**src/rtl/blake2s_round_sched.sv**
```systemverilog
// Purpose : iterative BLAKE2s round engine, one shared G applied to the 16-word vector per cycle.
// Latency : done pulses 8*NUM_ROUNDS edges after the start edge; one G op per cycle, no overlap.
// Backpr. : start is honoured only while ready=1; starts while busy are dropped, never queued.
//
// Ports:
//   clk, reset   : clock, synchronous active-high reset
//   start        : begin a compression (sampled only when ready=1)
//   v_in, m_in   : working vector and message block, word i at [511-32i -: 32]
//   ready        : idle, next start will be accepted
//   done         : one-cycle pulse, v_out holds the new vector
//   v_out        : vector after NUM_ROUNDS rounds, held until the next completion

module blake2s_g (
  input  logic [31:0] a,
  input  logic [31:0] b,
  input  logic [31:0] c,
  input  logic [31:0] d,
  input  logic [31:0] m0,
  input  logic [31:0] m1,
  output logic [31:0] a_new,
  output logic [31:0] b_new,
  output logic [31:0] c_new,
  output logic [31:0] d_new
);
  logic [31:0] a1, b1, c1, d1, dx1, bx1, dx2, bx2;

  // Rotations are right-rotates by 16, 12, 8 and 7.
  always_comb begin
    a1    = a + b + m0;
    dx1   = d ^ a1;
    d1    = {dx1[15:0], dx1[31:16]};
    c1    = c + d1;
    bx1   = b ^ c1;
    b1    = {bx1[11:0], bx1[31:12]};
    a_new = a1 + b1 + m1;
    dx2   = d1 ^ a_new;
    d_new = {dx2[7:0], dx2[31:8]};
    c_new = c1 + d_new;
    bx2   = b1 ^ c_new;
    b_new = {bx2[6:0], bx2[31:7]};
  end
endmodule

module blake2s_round_sched #(
  parameter int NUM_ROUNDS = 10
) (
  input  logic         clk,
  input  logic         reset,
  input  logic         start,
  input  logic [511:0] v_in,
  input  logic [511:0] m_in,
  output logic         ready,
  output logic         done,
  output logic [511:0] v_out
);
  localparam logic [0:0] IDLE  = 1'b0;
  localparam logic [0:0] ROUND = 1'b1;
  localparam logic [3:0] LAST_ROUND = 4'(NUM_ROUNDS - 1);

  logic [0:0]   state;
  logic [3:0]   round;
  logic [2:0]   g_idx;
  logic [511:0] v_reg, m_reg, v_next;

  logic [31:0]  v_w [16];
  logic [31:0]  m_w [16];
  logic [31:0]  v_nw [16];
  logic [63:0]  sigma_row, sigma_sh;
  logic [3:0]   m0_idx, m1_idx;
  logic [3:0]   ia, ib, ic, id;
  logic [31:0]  g_a, g_b, g_c, g_d;

  always_comb begin
    for (int i = 0; i < 16; i++) begin
      v_w[i] = v_reg[511-32*i -: 32];
      m_w[i] = m_reg[511-32*i -: 32];
    end
  end

  // Sigma ROM: entry j of the row is nibble j counted from the MSB.
  // Rows past 9 are unreachable and fall back to row 0.
  always_comb begin
    case (round)
      4'd0:    sigma_row = 64'h0123456789abcdef;
      4'd1:    sigma_row = 64'hea489fd61c02b753;
      4'd2:    sigma_row = 64'hb8c052fdae367194;
      4'd3:    sigma_row = 64'h7931dcbe265a40f8;
      4'd4:    sigma_row = 64'h905724afe1bc683d;
      4'd5:    sigma_row = 64'h2c6a0b834d75fe19;
      4'd6:    sigma_row = 64'hc51fed4a0763928b;
      4'd7:    sigma_row = 64'hdb7ec13950f4862a;
      4'd8:    sigma_row = 64'h6fe9b308c2d714a5;
      4'd9:    sigma_row = 64'ha2847615fb9e3cd0;
      default: sigma_row = 64'h0123456789abcdef;
    endcase
  end

  // G op k consumes sigma entries 2k and 2k+1: shift the pair to the top.
  always_comb begin
    sigma_sh = sigma_row << {g_idx, 3'b000};
    m0_idx   = sigma_sh[63:60];
    m1_idx   = sigma_sh[59:56];
  end

  // Ops 0-3 work on columns, 4-7 on diagonals.
  always_comb begin
    case (g_idx)
      3'd0:    begin ia = 4'd0; ib = 4'd4; ic = 4'd8;  id = 4'd12; end
      3'd1:    begin ia = 4'd1; ib = 4'd5; ic = 4'd9;  id = 4'd13; end
      3'd2:    begin ia = 4'd2; ib = 4'd6; ic = 4'd10; id = 4'd14; end
      3'd3:    begin ia = 4'd3; ib = 4'd7; ic = 4'd11; id = 4'd15; end
      3'd4:    begin ia = 4'd0; ib = 4'd5; ic = 4'd10; id = 4'd15; end
      3'd5:    begin ia = 4'd1; ib = 4'd6; ic = 4'd11; id = 4'd12; end
      3'd6:    begin ia = 4'd2; ib = 4'd7; ic = 4'd8;  id = 4'd13; end
      default: begin ia = 4'd3; ib = 4'd4; ic = 4'd9;  id = 4'd14; end
    endcase
  end

  blake2s_g u_g (
    .a     (v_w[ia]),
    .b     (v_w[ib]),
    .c     (v_w[ic]),
    .d     (v_w[id]),
    .m0    (m_w[m0_idx]),
    .m1    (m_w[m1_idx]),
    .a_new (g_a),
    .b_new (g_b),
    .c_new (g_c),
    .d_new (g_d)
  );

  always_comb begin
    for (int i = 0; i < 16; i++) begin
      v_nw[i] = v_w[i];
    end
    v_nw[ia] = g_a;
    v_nw[ib] = g_b;
    v_nw[ic] = g_c;
    v_nw[id] = g_d;
    v_next = '0;
    for (int i = 0; i < 16; i++) begin
      v_next[511-32*i -: 32] = v_nw[i];
    end
  end

  always_ff @(posedge clk) begin
    if (reset) begin
      state <= IDLE;
      round <= 4'd0;
      g_idx <= 3'd0;
      v_reg <= '0;
      m_reg <= '0;
      v_out <= '0;
      ready <= 1'b1;
      done  <= 1'b0;
    end else begin
      done <= 1'b0;
      case (state)
        IDLE: begin
          if (start) begin
            v_reg <= v_in;
            m_reg <= m_in;
            round <= 4'd0;
            g_idx <= 3'd0;
            state <= ROUND;
            ready <= 1'b0;
          end
        end
        default: begin
          v_reg <= v_next;
          g_idx <= g_idx + 3'd1;
          if (g_idx == 3'd7) begin
            if (round == LAST_ROUND) begin
              // Final op: publish the updated vector the same edge it is written.
              round <= 4'd0;
              state <= IDLE;
              ready <= 1'b1;
              done  <= 1'b1;
              v_out <= v_next;
            end else begin
              round <= round + 4'd1;
            end
          end
        end
      endcase
    end
  end
endmodule
```
**config.mk**
```make
export PLATFORM = sky130hd
export DESIGN_NAME = blake2s_round_sched
export DESIGN_NICKNAME = d
export VERILOG_FILES = /design/src/rtl/blake2s_round_sched.sv
export SDC_FILE = /design/constraint.sdc
export NUM_CORES = 2
export LEC_CHECK = 0
export ABC_CLOCK_PERIOD_IN_PS = 14000
export BUFFER_PORTS_ARGS = -buffer_cell sky130_fd_sc_hd__buf_2
export CAP_MARGIN = 20
export CORE_AREA = 4 4 606 608
export CTS_CLUSTER_SIZE = 30
export DETAILED_ROUTE_END_ITERATION = 6
export DIE_AREA = 0 0 610 612
export PLACE_DENSITY_LB_ADDON = 0.08
export SKIP_CTS_REPAIR_TIMING = 1
export SYNTH_ARGS = -nofsm -noshare
export SYNTH_HDL_FRONTEND = slang
export SYNTH_HIERARCHICAL = 1
export SYNTH_SLANG_ARGS = --single-unit
```
**constraint.sdc**
```tcl
create_clock -name clk -period 14 [get_ports clk]
set_input_delay 2.8 -clock clk [delete_from_list [all_inputs] [get_ports clk]]
set_output_delay 2.8 -clock clk [all_outputs]
set_load 0.005 [all_outputs]
```
==> results.md <==
* Outcome: finished with violations
* Failing checks: DRC
* First-pass GRT wire length at 700000 um
* Required arrival time at the worst endpoint at 14.81 ns
* Worst-path maximum fanout at 8
* Core Box Area at 362000 um2
* GRT Overall Usage at 0.266
* Half-perimeter wire length after detailed placement at 410000 um
* Endpoint type of the worst setup path: flop
* Largest clock skew in the final design at 0.0853 ns
* Most common cell after layout, fill and taps aside: sky130_fd_sc_hd__nand2_1
* Cell area after technology mapping at 83400 um2
* Final routed wire length divided by cell count at 32.0 um
* Total nets after synthesis at 10700
* 1st-pass router iterations at 7
* Number of global-route vias before repair at 82700
* Endpoints failing hold at 0
* Global routing usage on met1 at 0.330
* Synthesized-area fraction occupied by ao, oa, aoi and oai cells at 0.220
* Non-Filler Instances at 16300
* Worst slew slack as a fraction of its limit at 0.195
* RSZ-0062 raised after global routing: yes
* Maximum achievable frequency at 72.8 MHz
* Number of cells after detailed placement at 15900
* Footprint of the flip-flops and latches at 32200 um2
* Post-synthesis share of cell area spent on and, or, nand and nor gates at 0.146
* DR vias/cell at 5.09
* Most prevalent standard cell on the critical path: sky130_fd_sc_hd__buf_4
* Initial core utilization at 0.231
* Syn Area/Cell at 8.85 um2
* Pin count of the biggest net entering global routing at 231
* Number of antenna violations at the first check in global routing at 42
* Least setup slack across all paths after layout at 0.262 ns
* Class of the tightest hold or removal check: reg2reg
* Most used flip-flop cell after synthesis: sky130_fd_sc_hd__dfxtp_1
* Total via count after detailed routing at 83000
* CTS sink cnt at 1609
* Worst EP arrival at 14.54 ns
* XOR/XNOR Fraction of Synth Area at 0.0282
* Total of buffers placed on input and output ports at 1540
* Filler instances at 38700
* Routed Antenna Nets at 0
* Clock buffers created by TritonCTS at 209
* Latest clock arrival within the worst-skew pair at 0.95 ns
* Min cycle time layout at 13.74 ns
* Number of enable-type register cells in the synthesized netlist at 0
* Routing usage on met2 at 0.457
* Final Slew Violations at 0
* Die Area at 373000 um2
* Area of the multi-input gates at 49300 um2
* Detailed-route DRC error count at 1
* Chip Height at 612 um
* Worst setup slack after placement at -1.14 ns
* TritonCTS clock tree: built
* FP Rows at 221
* Crit share post-route at 0.981
* Async SR Flop Fraction at 0
* Layout overhead on the synthesized area at 33.2%
* Gpl congestion at 0.934
* Fin Hold WS at 0.442 ns
* Post-synthesis mux area share at 0.139
* Wirelength, routed at 522000 um
* Synthesized instance count at 9425
* Clock root buffer master: sky130_fd_sc_hd__clkbuf_16
* Ratio of cells with drive above 1 in the final layout at 0.297
* Max incr delay on CP at 0.80 ns
* Number of storage elements in the synthesis netlist at 1609
* Crit path launch type: flop
* Synth cell types at 86
* Dominant combinational cell family by area after synthesis: compound AO/OA/AOI/OAI gates
* Gr busiest metal: met2
* Number of setup violations in the final report at 0
* Final #Nets at 12600
* GR met3 Demand/Resource at 0.0323
* Initial DRC Count at 7018
* Horizontal die dimension at 610 um
* Transition at the pin with the smallest max-transition slack at 1.20 ns
* Highest-delay cell along the critical path: sky130_fd_sc_hd__mux4_4
* Fraction of the yosys area taken by sequential cells at 0.386
* Maximum capacitance violations at 0
* H-Tree Depth at 4
* Number of buffers on the longest clock path at 4
* Remaining global-route overflow at 0
* Crit path kind: reg2reg
* Top-level port count at 1541
* Leading cell types in the layout, fill and taps excluded: 1897 x sky130_fd_sc_hd__nand2_1, 1606 x sky130_fd_sc_hd__dfxtp_1, 1538 x sky130_fd_sc_hd__buf_2, 1089 x sky130_fd_sc_hd__a211oi_1, 894 x sky130_fd_sc_hd__buf_4
* Clock transition time at the flip-flop clock pins of the worst setup and hold paths at 0.06 ns
* Adder-cell area share of the yosys netlist at 0.0370
* Number of warnings printed during yosys synthesis at 6
-- logic make-up (layout without fill, tap and decap cells) --
logic type / Yosys count / after routing
xor gates and xnor gates: 249 / 249
muxes: 819 / 819
buffers and inverters: 935 / 3005
adders and majority gates: 207 / 207
AOI/OAI and AO/OA: 2850 / 2850
DFF: 1609 / 1609
other: 0 / 13
and+or+nand+nor: 2756 / 2756
-- per-stage QoR --
step                      utilization  setup TNS (ns)  area, um2
after floorplan                     -               0      83400
after global placement          0.283         -143.00     102000
after detailed placement        0.283         -127.12     102000
after CTS                       0.302         -173.72     109000
after global routing            0.307           -2.23     111000
final                           0.307               0     111000
-- worst max-delay path: cells and delay by family, from the launching register on --
kind,cells,cell delay [ns]
AO/OA/AOI/OAI,23,4.49
adder cells (fa/ha/maj),7,2.49
buffers and inverters,13,1.94
XOR/XNOR,7,1.52
multiplexers,4,1.43
AND/OR/NAND/NOR,10,1.36
flip-flops,1,0.36
-- final cells by class --
cell class              instances  share of cell area
well taps                    4794              0.0540
inverters                     109             0.00371
repair buffers               2525               0.145
multi-input cells            6881               0.444
flip-flops and latches       1609               0.290
clock inverters                61             0.00654
clock buffers                 310              0.0560
diodes                         13            0.000293
-- path summary, 6_finish.rpt --
path	from	to	slack (ns)	depth (start not counted)
hold reg to reg	ready$_SDFFE_PP1P_	ready$_SDFFE_PP1P_	0.44	2
setup reg to reg	g_idx[0]$_SDFFE_PP0P_	v_reg[311]$_SDFFE_PP0P_	0.26	64
setup / recovery	g_idx[0]$_SDFFE_PP0P_	v_reg[311]$_SDFFE_PP0P_	0.26	64
hold / removal	ready$_SDFFE_PP1P_	ready$_SDFFE_PP1P_	0.44	2
-- Yosys cell counts (6+ instances only) --
library cell / n / area (um2)
sky130_fd_sc_hd__nand2_1: 1924 / 7220
sky130_fd_sc_hd__dfxtp_1: 1609 / 32200
sky130_fd_sc_hd__a211oi_1: 1095 / 8220
sky130_fd_sc_hd__clkbuf_1: 697 / 2620
sky130_fd_sc_hd__a21oi_1: 643 / 3220
sky130_fd_sc_hd__o21ai_0: 588 / 2940
sky130_fd_sc_hd__nor2b_1: 557 / 3480
sky130_fd_sc_hd__mux2i_1: 548 / 5490
sky130_fd_sc_hd__mux4_2: 268 / 6040
sky130_fd_sc_hd__ha_1: 141 / 1760
sky130_fd_sc_hd__xnor2_1: 139 / 1220
sky130_fd_sc_hd__a22oi_1: 137 / 1030
sky130_fd_sc_hd__a31oi_1: 107 / 669
sky130_fd_sc_hd__inv_1: 107 / 402
sky130_fd_sc_hd__xor2_1: 98 / 858
sky130_fd_sc_hd__nor2_1: 87 / 327
sky130_fd_sc_hd__a21o_1: 78 / 586
sky130_fd_sc_hd__fa_1: 66 / 1320
sky130_fd_sc_hd__buf_2: 59 / 295
sky130_fd_sc_hd__buf_1: 54 / 203
sky130_fd_sc_hd__o22ai_1: 40 / 250
sky130_fd_sc_hd__and2_1: 39 / 244
sky130_fd_sc_hd__a222oi_1: 32 / 320
sky130_fd_sc_hd__nand3_1: 29 / 145
sky130_fd_sc_hd__nor3_1: 29 / 145
sky130_fd_sc_hd__o21bai_1: 23 / 173
sky130_fd_sc_hd__nand2b_1: 22 / 138
sky130_fd_sc_hd__o21a_1: 20 / 150
sky130_fd_sc_hd__nand4_1: 18 / 113
sky130_fd_sc_hd__buf_4: 11 / 82.6
sky130_fd_sc_hd__o31ai_1: 11 / 82.6
sky130_fd_sc_hd__o21ai_1: 10 / 50.1
sky130_fd_sc_hd__and3_1: 9 / 56.3
sky130_fd_sc_hd__o211ai_1: 9 / 67.6
sky130_fd_sc_hd__or2_2: 9 / 56.3
sky130_fd_sc_hd__or3_1: 8 / 50.1
sky130_fd_sc_hd__xnor3_1: 8 / 180
sky130_fd_sc_hd__a21boi_0: 7 / 52.6
sky130_fd_sc_hd__nor3b_1: 7 / 52.6
sky130_fd_sc_hd__o41ai_1: 6 / 52.6
-- layer usage --
layer | vias up | part of all wire | routed length [um]
li1 | 37800 | - | -
met1 | 41700 | 0.41 | 216000
met2 | 2837 | 0.48 | 253000
met3 | 692 | 0.046 | 24100
met4 | 14 | 0.055 | 28800
met5 | - | 0.00017 | 90
Power is not shown: default switching activity piles up to over one toggle a cycle in this logic, so the estimate is an artifact.
